==> src/rtl/multicycle_controller.sv <==
// Multicycle MIPS control FSM: sequences fetch/decode/execute over a shared
// memory port, decodes op/funct, counts retired instructions, flags illegal ops.
module multicycle_controller #(
  parameter int CNT_WIDTH = 32
) (
  input  logic                 clk,
  input  logic                 reset,
  input  logic [5:0]           op,
  input  logic [5:0]           funct,
  input  logic                 zero,
  input  logic                 memready,
  output logic                 iord,
  output logic                 memwrite,
  output logic                 irwrite,
  output logic                 pcen,
  output logic [1:0]           pcsrc,
  output logic                 alusrca,
  output logic [1:0]           alusrcb,
  output logic [2:0]           alucontrol,
  output logic                 regdst,
  output logic                 memtoreg,
  output logic                 regwrite,
  output logic                 illegal,
  output logic [3:0]           state,
  output logic [CNT_WIDTH-1:0] retired
);

  localparam logic [3:0] FETCH    = 4'd0;
  localparam logic [3:0] DECODE   = 4'd1;
  localparam logic [3:0] MEMADR   = 4'd2;
  localparam logic [3:0] MEMRD    = 4'd3;
  localparam logic [3:0] MEMWB    = 4'd4;
  localparam logic [3:0] MEMWR    = 4'd5;
  localparam logic [3:0] EXECUTE  = 4'd6;
  localparam logic [3:0] ALUWB    = 4'd7;
  localparam logic [3:0] BRANCH   = 4'd8;
  localparam logic [3:0] ADDIEXEC = 4'd9;
  localparam logic [3:0] ADDIWB   = 4'd10;
  localparam logic [3:0] JUMP     = 4'd11;

  localparam logic [5:0] OP_LW   = 6'b100011;
  localparam logic [5:0] OP_SW   = 6'b101011;
  localparam logic [5:0] OP_RTYP = 6'b000000;
  localparam logic [5:0] OP_BEQ  = 6'b000100;
  localparam logic [5:0] OP_ADDI = 6'b001000;
  localparam logic [5:0] OP_J    = 6'b000010;

  logic [3:0]           r_state;
  logic [CNT_WIDTH-1:0] r_retired;
  logic [3:0]           w_next;
  logic                 w_funct_ok;
  logic                 w_illegal;
  logic                 w_retire;
  logic                 w_memwrite, w_irwrite, w_pcen, w_regwrite;

  always_comb begin
    w_funct_ok = 1'b0;
    case (funct)
      6'b100000, 6'b100010, 6'b100100, 6'b100101, 6'b101010: w_funct_ok = 1'b1;
      default: w_funct_ok = 1'b0;
    endcase
  end

  always_comb begin
    w_next    = FETCH;
    w_illegal = 1'b0;
    case (r_state)
      FETCH:    w_next = memready ? DECODE : FETCH;
      DECODE: begin
        case (op)
          OP_LW, OP_SW: w_next = MEMADR;
          OP_RTYP: begin
            w_next    = w_funct_ok ? EXECUTE : FETCH;
            w_illegal = ~w_funct_ok;
          end
          OP_BEQ:  w_next = BRANCH;
          OP_ADDI: w_next = ADDIEXEC;
          OP_J:    w_next = JUMP;
          default: begin
            w_next    = FETCH;
            w_illegal = 1'b1;
          end
        endcase
      end
      MEMADR:   w_next = (op == OP_SW) ? MEMWR : MEMRD;
      MEMRD:    w_next = memready ? MEMWB : MEMRD;
      MEMWR:    w_next = memready ? FETCH : MEMWR;
      EXECUTE:  w_next = ALUWB;
      ADDIEXEC: w_next = ADDIWB;
      default:  w_next = FETCH;
    endcase
  end

  always_comb begin
    iord       = 1'b0;
    w_memwrite = 1'b0;
    w_irwrite  = 1'b0;
    w_pcen     = 1'b0;
    pcsrc      = 2'b00;
    alusrca    = 1'b0;
    alusrcb    = 2'b00;
    alucontrol = 3'b010;
    regdst     = 1'b0;
    memtoreg   = 1'b0;
    w_regwrite = 1'b0;
    w_retire   = 1'b0;
    case (r_state)
      FETCH: begin
        alusrcb   = 2'b01;
        w_irwrite = memready;
        w_pcen    = memready;
      end
      DECODE:   alusrcb = 2'b11;
      MEMADR: begin
        alusrca = 1'b1;
        alusrcb = 2'b10;
      end
      MEMRD:    iord = 1'b1;
      MEMWB: begin
        memtoreg   = 1'b1;
        w_regwrite = 1'b1;
        w_retire   = 1'b1;
      end
      MEMWR: begin
        iord       = 1'b1;
        w_memwrite = 1'b1;
        w_retire   = memready;
      end
      EXECUTE: begin
        alusrca = 1'b1;
        case (funct)
          6'b100010: alucontrol = 3'b110;
          6'b100100: alucontrol = 3'b000;
          6'b100101: alucontrol = 3'b001;
          6'b101010: alucontrol = 3'b111;
          default:   alucontrol = 3'b010;
        endcase
      end
      ALUWB: begin
        regdst     = 1'b1;
        w_regwrite = 1'b1;
        w_retire   = 1'b1;
      end
      BRANCH: begin
        alusrca    = 1'b1;
        alucontrol = 3'b110;
        pcsrc      = 2'b01;
        w_pcen     = zero;
        w_retire   = 1'b1;
      end
      ADDIEXEC: begin
        alusrca = 1'b1;
        alusrcb = 2'b10;
      end
      ADDIWB: begin
        w_regwrite = 1'b1;
        w_retire   = 1'b1;
      end
      JUMP: begin
        pcsrc    = 2'b10;
        w_pcen   = 1'b1;
        w_retire = 1'b1;
      end
      default: ;
    endcase
  end

  // Strobes are gated by reset directly so an in-flight write dies in the same cycle.
  assign memwrite = w_memwrite & ~reset;
  assign irwrite  = w_irwrite  & ~reset;
  assign pcen     = w_pcen     & ~reset;
  assign regwrite = w_regwrite & ~reset;
  assign illegal  = (r_state == DECODE) & w_illegal & ~reset;

  always_ff @(posedge clk or posedge reset) begin
    if (reset) begin
      r_state   <= FETCH;
      r_retired <= '0;
    end else begin
      r_state <= w_next;
      if (w_retire) r_retired <= r_retired + 1'b1;
    end
  end

  assign state   = r_state;
  assign retired = r_retired;

endmodule

==> config.mk <==
export PLATFORM = sky130hd
export DESIGN_NAME = multicycle_controller
export DESIGN_NICKNAME = d
export VERILOG_FILES = /design/src/rtl/multicycle_controller.sv
export SDC_FILE = /design/constraint.sdc
export NUM_CORES = 1
export LEC_CHECK = 0
export CORE_MARGIN = 2
export CORE_UTILIZATION = 34
export DETAILED_ROUTE_END_ITERATION = 8
export PLACE_DENSITY = 0.65
export SYNTH_ARGS = -nofsm -noshare
export SYNTH_HDL_FRONTEND = slang
export SYNTH_SLANG_ARGS = --single-unit
==> constraint.sdc <==
create_clock -name clk -period 2 [get_ports clk]
set_clock_uncertainty 0.15 [all_clocks]
set_input_delay 0.2 -clock clk [delete_from_list [all_inputs] [get_ports clk]]
set_output_delay 0.2 -clock clk [all_outputs]
set_load 0.01 [all_outputs]
==> summary.md, run 1 <==
| Metric | Value |
|---|---|
| Clk root buf | `clkbuf_8` |
| EDFF count, synth | `0` |
| Yosys reg bits | `36` |
| Routed wire length per instance | `13.3 um` |
| Clock Power Share | `24.2%` |
| First-pass GRT wire length | `9000 um` |
| Post-synthesis mux area share | `1.50%` |
| Input/output buffers | `67` |
| Simple-Gate Fraction of Synth Area | `32.1%` |
| Worst slew pin tran | `461 ps` |
| Number of DRC markers in iteration 0 | `56` |
| Crit path DAT | `1590 ps` |
| Max_cap viols | `0` |
| Final period util | `97.2%` |
| Final WL | `5660 um` |
| Synth warn | `0` |
| Comb pwr share | `37.3%` |
| Mean post-synth cell area | `9.17 sq um` |
| Peak supply drop | `0.404 mV` |
| Pin count of the biggest net entering global routing | `37` |
| Worst reg2reg startpoint | `retired[6]$_DFFE_PP0P_` |
| Cell variety after synth | `42` |
| Top cells by area, synth | `dfrtp_1 43%, xnor2_1 9.7%, nand3_1 4.3%, xor2_1 4.2%, nand2_1 4.1%` |
| Most common cell in the synthesized netlist | `dfrtp_1` |
| Final count of pins violating max slew | `0` |
| Power Internal | `1.51 mW` |
| DRT antenna net count | `0` |
| Remaining DRCs | `0` |
| F_max | `0.514 GHz` |
| Placement Setup Slack | `-518 ps` |
| I/O pins | `68` |
| Post-Synth XOR/XNOR Area | `13.9%` |
| H-tree levels | `2` |
| Core Region | `5920 sq um` |
| Adder-cell share of the synthesized area | `0.601%` |
| Pre-Repair DR Iteration Count | `4` |
| Final setup fails | `0` |
| R2R setup slack | `100 ps` |
| DIE AREA | `6770 sq um` |
| Seq pwr share | `38.5%` |
| LEAKAGE | `1.57 nW` |
| Tmin final | `1940 ps` |
| Syn_nets | `244` |
| Skew-Pair Late Insertion Delay | `290 ps` |
| CTS tree | `done` |
| Area delta synth->final | `66.3%` |
| Switching share of power | `32.7%` |
| Fill cells | `532` |
| Non-filler cells, final | `427` |
| Share of layout cells above drive strength 1 | `27.8%` |
| Mapped cell area | `2080 sq um` |
| Post-route worst setup slack | `55.4 ps` |
| Cells on worst reg2reg path | `5` |
| Initial antenna violation count | `0` |
| Required time of the critical path | `1650 ps` |
| Area leader, netlist | `dfrtp_1` |
| Compound-Gate Fraction of Synth Area | `6.55%` |
| Longest Clk Path Bufs | `2` |
| Post-synthesis sequential area ratio | `43.3%` |
| Element type at the critical path start | `flop` |
| DP Cell Count | `413` |
| Crit path capture type | `output pin` |
| Total global-route track usage | `17.2%` |
| Setup CP Type | `reg2out` |
| DR vias/cell | `4.97` |
| Worst-path fanout max | `7` |
| Top-area cell type share of the netlist area | `43.3%` |
| Switching Power | `0.737 mW` |
| CTS buffer count | `5` |
| Core Rows | `28` |
| Num Clock Sinks | `36` |
| Final net count | `368` |
| Dominant synthesized flop cell | `dfrtp_1` |
| Vias in the first global route | `1950` |
| Starting Density | `35.2%` |
| # diodes | `0` |
| Syn Inst Count | `227` |
| RSZ-0062 raised after global routing | `true` |
| Die extent in x | `82.3 um` |
| Total number of vias | `2124` |
| Critical path launch point | `state[3]$_DFF_PP0_` |
| Placement Cell Area | `3230 sq um` |
| Worst setup endpoint | `irwrite` |
| Min-Delay Path Depth | `1` |
| Post-detail-place hpwl | `4260 um` |
| Post-route cell area | `3460 sq um` |
| Grt ovf | `0` |
| Power density cells | `650 nW/um^2` |
| Worst reg2reg endpoint | `retired[25]$_DFFE_PP0P_` |
| Slew headroom | `69.3%` |
| Hold Crit Class | `reg2reg` |
| Fin. Hold Viols | `0` |
| Chip Height | `82.3 um` |
| Status | `finished, final reports clean` |
| Post-synth ARST share | `100%` |
| Worst-path clk slew | `80 ps` |
| Largest family of logic cells by synthesized area | `simple AND/OR/NAND/NOR gates` |
| Final Wtd Congestion | `0.772` |
| Commonest cells post-synth | `36 x dfrtp_1, 23 x nand2_1, 23 x xnor2_1` |
| CTS Hold Buffers Added | `0` |
==> cells in the final DEF (no fill, tap or decap), drive strengths merged, types with 3 or more instances in the layout <==
cell type	n
buf	57
o21ai	8
nor3	13
a21oi	8
clkdlybuf4s50	47
inv	4
clkbuf	8
nor3b	3
xnor2	23
xor2	10
and2	3
nand3	18
and4	5
clkdlybuf4s15	3
and3	4
nor2b	4
nand4	10
dlygate4sd2	10
nand2	23
nand2b	5
nand3b	3
dfrtp	36
nor2	16
dlymetal6s2s	6
==> critical path, cell delays in order, from the launching register on <==
cell and delay [ps]:
dfrtp_2 470, or2_2 320, nor4b_2 260, clkdlybuf4s15_2 250
==> per-layer routing <==
layer | wire length [um] | vias up | global-route usage (%)
met2 | 2780 | 44 | 28.5
met3 | 225 | 6 | 3.70
met1 | 2600 | 1018 | 22.4
li1 | - | 1056 | -
met5 | 0 | - | 0
met4 | 57 | 0 | 4.83
==> stage by stage <==
step | power (mW) | TNS, ps | hold WS (ps) | utilization, %
6_report | 2.25 | 0 | 318 | 58.5
5_1_grt | 2.38 | -68.9 | 331 | 58.5
2_1_floorplan | 1.22 | 0 | 217 | -
3_5_place_dp | 1.69 | -1210 | 313 | 54.5
3_3_place_gp | 1.68 | -725 | 305 | 54.5
4_1_cts | 2.26 | -186 | 323 | 57.4
==> logic make-up (layout without fill, tap and decap cells) <==
family / Yosys count / in the layout
compound gates: 23 / 23
xor+xnor: 33 / 33
fa+ha+maj: 1 / 1
buf+inv: 11 / 136
flops: 36 / 36
mux: 3 / 3
simple gates: 120 / 120
==> worst min-delay path by stage <==
stage | slack [ps] | to | startpoint
global route | 330 | retired[31]$_DFFE_PP0P_ | retired[31]$_DFFE_PP0P_
floorplan | 220 | retired[0]$_DFFE_PP0P_ | reset
global placement | 310 | retired[31]$_DFFE_PP0P_ | retired[31]$_DFFE_PP0P_
finish | 320 | retired[31]$_DFFE_PP0P_ | retired[31]$_DFFE_PP0P_
CTS | 320 | retired[31]$_DFFE_PP0P_ | retired[31]$_DFFE_PP0P_
detailed placement | 310 | retired[31]$_DFFE_PP0P_ | retired[31]$_DFFE_PP0P_
==> state kept, by name, indices dropped and copies added, names as in the netlist <==
name     count
retired     32
state        4
==> power by group through the flow <==
| stage | Combinational, mW | Clock (mW) | Sequential, mW |
|---|---|---|---|
| after floorplan | 0.346 | 0 | 0.878 |
| after global placement | 0.807 | 0 | 0.869 |
| after detailed placement | 0.818 | 0 | 0.873 |
| after CTS | 0.830 | 0.564 | 0.868 |
| after global routing | 0.911 | 0.590 | 0.879 |
| final | 0.840 | 0.545 | 0.867 |
==> repair_timing <==
action                     4_1_cts  5_1_grt
pin swaps                        0        4
resized for setup               32       20
setup endpoints to repair       27       25
buffers inserted                 5        1
==> final cells by class <==
class,instances,area (sq um),area share (%)
Sequential cell,36,908,26.2
Multi-Input combinational cell,180,1230,35.5
Timing Repair Buffer,124,1120,32.4
Clock buffer,7,86.3,2.49
Inverter,4,15.0,0.434
Clock inverter,1,7.51,0.217
Tap cell,75,93.8,2.71
Note: power is estimated with default switching activity, not from simulation.
==> run 2: changes to the inputs <==
- PLACE_DENSITY: 0.65 -> unset
- TNS_END_PERCENT: unset -> 5
- clock period: 2 -> 2.05 ns (I/O delays scaled with it)
==> summary.md, run 2 (synthesized netlist as in run 1, its figures left out) <==
| Metric | Value |
|---|---|
| Status | `finished, final reports clean (unchanged)` |
| CTS buffer count | `5 (unchanged)` |
| Fill cells | `533 (was 532)` |
| Initial antenna violation count | `0 (unchanged)` |
| Flip-flop count of the largest register after layout | `32 (unchanged)` |
| Final Wtd Congestion | `0.833 (was 0.772)` |
| H-tree levels | `2 (unchanged)` |
| Critical Path Slowest Stage Cell | `or3_1 (was dfrtp_2)` |
| Most common cell after layout, fill and taps aside | `buf_4 (unchanged)` |
| Hold Crit Class | `in2async (was reg2reg)` |
| F_max | `0.491 GHz` |
| Required time of the critical path | `2100 ps (was 1650 ps)` |
| Non-filler cells, final | `429 (was 427)` |
| Vias in the first global route | `2028 (was 1950)` |
| DRT antenna net count | `0 (unchanged)` |
| Final count of pins violating max slew | `0 (unchanged)` |
| Power density cells | `631 nW/um^2 (was 650 nW/um^2)` |
| DR vias/cell | `4.96 (was 4.97)` |
| Input/output buffers | `67 (unchanged)` |
| Skew-Pair Late Insertion Delay | `290 ps (about the same)` |
| Share of layout cells above drive strength 1 | `29.1% (was 27.8%)` |
| Total global-route track usage | `18.1% (was 17.2%)` |
| Worst slew pin tran | `474 ps (was 461 ps)` |
| Pwr Total | `2.17 mW (was 2.25 mW)` |
| Core Rows | `28 (unchanged)` |
| Most frequent cells in the layout | `57 x buf_4, 41 x clkdlybuf4s50_1, 32 x dfrtp_1, 23 x nand2_1, 23 x xnor2_1 (was 55 x buf_4, 47 x clkdlybuf4s50_1, 30 x dfrtp_1, 23 x nand2_1, 23 x xnor2_1)` |
| Core Region | `5920 sq um (unchanged)` |
| WP buf/inv | `10 (was 1)` |
| Element type at the critical path start | `input pin (was flop)` |
| Longest Clk Path Bufs | `2 (unchanged)` |
| Hold Slack | `145 ps (was 318 ps)` |
| DIE AREA | `6770 sq um (unchanged)` |
| Chip Height | `82.3 um (unchanged)` |
| Grt ovf | `0 (unchanged)` |
| Pre-Repair DR Iteration Count | `4 (unchanged)` |
| RSZ-0062 raised after global routing | `true (unchanged)` |
| Worst reg2reg startpoint | `retired[18]$_DFFE_PP0P_ (was retired[6]$_DFFE_PP0P_)` |
| Remaining DRCs | `0 (unchanged)` |
| Tmin final | `2040 ps` |
| Routed wire length per instance | `13.9 um (was 13.3 um)` |
| LEAKAGE | `1.59 nW (was 1.57 nW)` |
| Crit-path most repeated cell | `buf_4` |
| Pin count of the biggest net entering global routing | `36 (was 37)` |
| Worst path top cell family by delay | `buffers and inverters (was simple AND/OR/NAND/NOR gates)` |
| Total number of vias | `2128 (was 2124)` |
| Die extent in x | `82.3 um (unchanged)` |
| # diodes | `0 (unchanged)` |
| I/O pins | `68 (unchanged)` |
| Peak supply drop | `0.322 mV (was 0.404 mV)` |
| Final setup fails | `0 (unchanged)` |
| Num Clock Sinks | `36 (unchanged)` |
| Final net count | `370 (was 368)` |
| Worst-path fanout max | `3 (was 7)` |
| Area delta synth->final | `65.2% (was 66.3%)` |
| Crit-path max cell delay | `380 ps (was 470 ps)` |
| Crit-path cells | `clkbuf_2 > or3_1 > nor3_2 > nor3b_2 > buf_4 > buf_4 > buf_4 > buf_4 > buf_4 > buf_4 > buf_4 > buf_4 > buf_6 > nor2_4 > o221ai_2 (was or2_2 > nor4b_2 > clkdlybuf4s15_2)` |
| Clk root buf | `clkbuf_8 (unchanged)` |
| CTS tree | `done (unchanged)` |
| Worst-path clk slew | `70 ps (was 80 ps)` |
| Crit path capture type | `flop (was output pin)` |
| DP Cell Count | `410 (was 413)` |
| Slew headroom | `68.4% (was 69.3%)` |
| Placement Setup Slack | `-465 ps (was -518 ps)` |
| Post-route worst setup slack | `13.9 ps (was 55.4 ps)` |
| Area of the multi-input gates | `1230 sq um (about the same)` |
| Fin. Hold Viols | `0 (unchanged)` |
| Final WL | `5980 um (was 5660 um)` |
| Crit. path cell count | `15 (was 3)` |
| Critical path launch point | `op[4] (was state[3]$_DFF_PP0_)` |
| Post-detail-place hpwl | `4350 um (was 4260 um)` |
| Cells on worst reg2reg path | `5 (unchanged)` |
| Max_cap viols | `0 (unchanged)` |
| Final period util | `99.3%` |
| Starting Density | `35.2% (unchanged)` |
| Setup CP Type | `in2reg (was reg2out)` |
| Number of DRC markers in iteration 0 | `97 (was 56)` |
| First-pass GRT wire length | `9520 um (was 9000 um)` |
| Crit path DAT | `2080 ps (was 1590 ps)` |
| Register area | `906 sq um (was 908 sq um)` |
==> run 2: changes by cell type in the layout (fill, tap and decap cells not counted), sizes merged <==
cell,before,now
clkinvlp,1,0
clkinv,0,3
buf,57,59
clkbuf,8,11
clkdlybuf4s50,47,41
dlygate4sd2,10,11
==> run 2: worst register-to-register path, stage by stage (launching register included) <==
cell     delay, ps
dfrtp_1        370
and4_1         260
nand2_1        100
or4_4          550
nor3_1         240
xor2_1         180
==> run 2: per-stage QoR <==
stage	utilization (%)	area (sq um)	setup TNS, ps
after global routing	58.1	3440	-108
final	58.1	3440	0
after global placement	53.9	3190	-603
after floorplan	-	2080	0
after detailed placement	53.9	3190	-976
after CTS	56.8	3360	-401
==> run 2: timing repair <==
item / in CTS / in global routing
hold buffers: 0 / 0
gates resized for setup: 32 / 38
buffers inserted: 10 / 1
endpoints found under the setup margin: 16 / 24
pin swaps: 3 / 6
cloned: 0 / 0
==> run 2: final timing paths <==
| path | endpoint | slack [ps] |
|---|---|---|
| setup / recovery | state[1]$_DFF_PP0_ | 10 |
| hold / removal | state[3]$_DFF_PP0_ | 140 |
| setup reg to reg | retired[27]$_DFFE_PP0P_ | 130 |
| hold reg to reg | retired[31]$_DFFE_PP0P_ | 340 |
| max in group asynchronous | state[2]$_DFF_PP0_ | 940 |
| min in group clk | state[0]$_DFF_PP0_ | 320 |
==> run 2: routing by layer <==
layer,GRT usage (%),routed length [um]
met1,25.1,2880
met2,29.2,2870
met3,3.26,158
met4,4.50,66
met5,0,0
==> run 2: cell type report <==
type / count / share of cell area [%]
inverters: 4 / 0.437
flip-flops and latches: 36 / 26.3
clock inverters: 3 / 0.546
repair buffers: 126 / 32.0
multi-input cells: 180 / 35.9
clock buffers: 5 / 2.00
well taps: 75 / 2.73
==> run 2: power by group <==
| part | switching (mW) | internal [mW] |
|---|---|---|
| Sequential | 0.0855 | 0.768 |
| Combinational | 0.377 | 0.435 |
| Clock | 0.268 | 0.237 |
| Total | 0.731 | 1.44 |
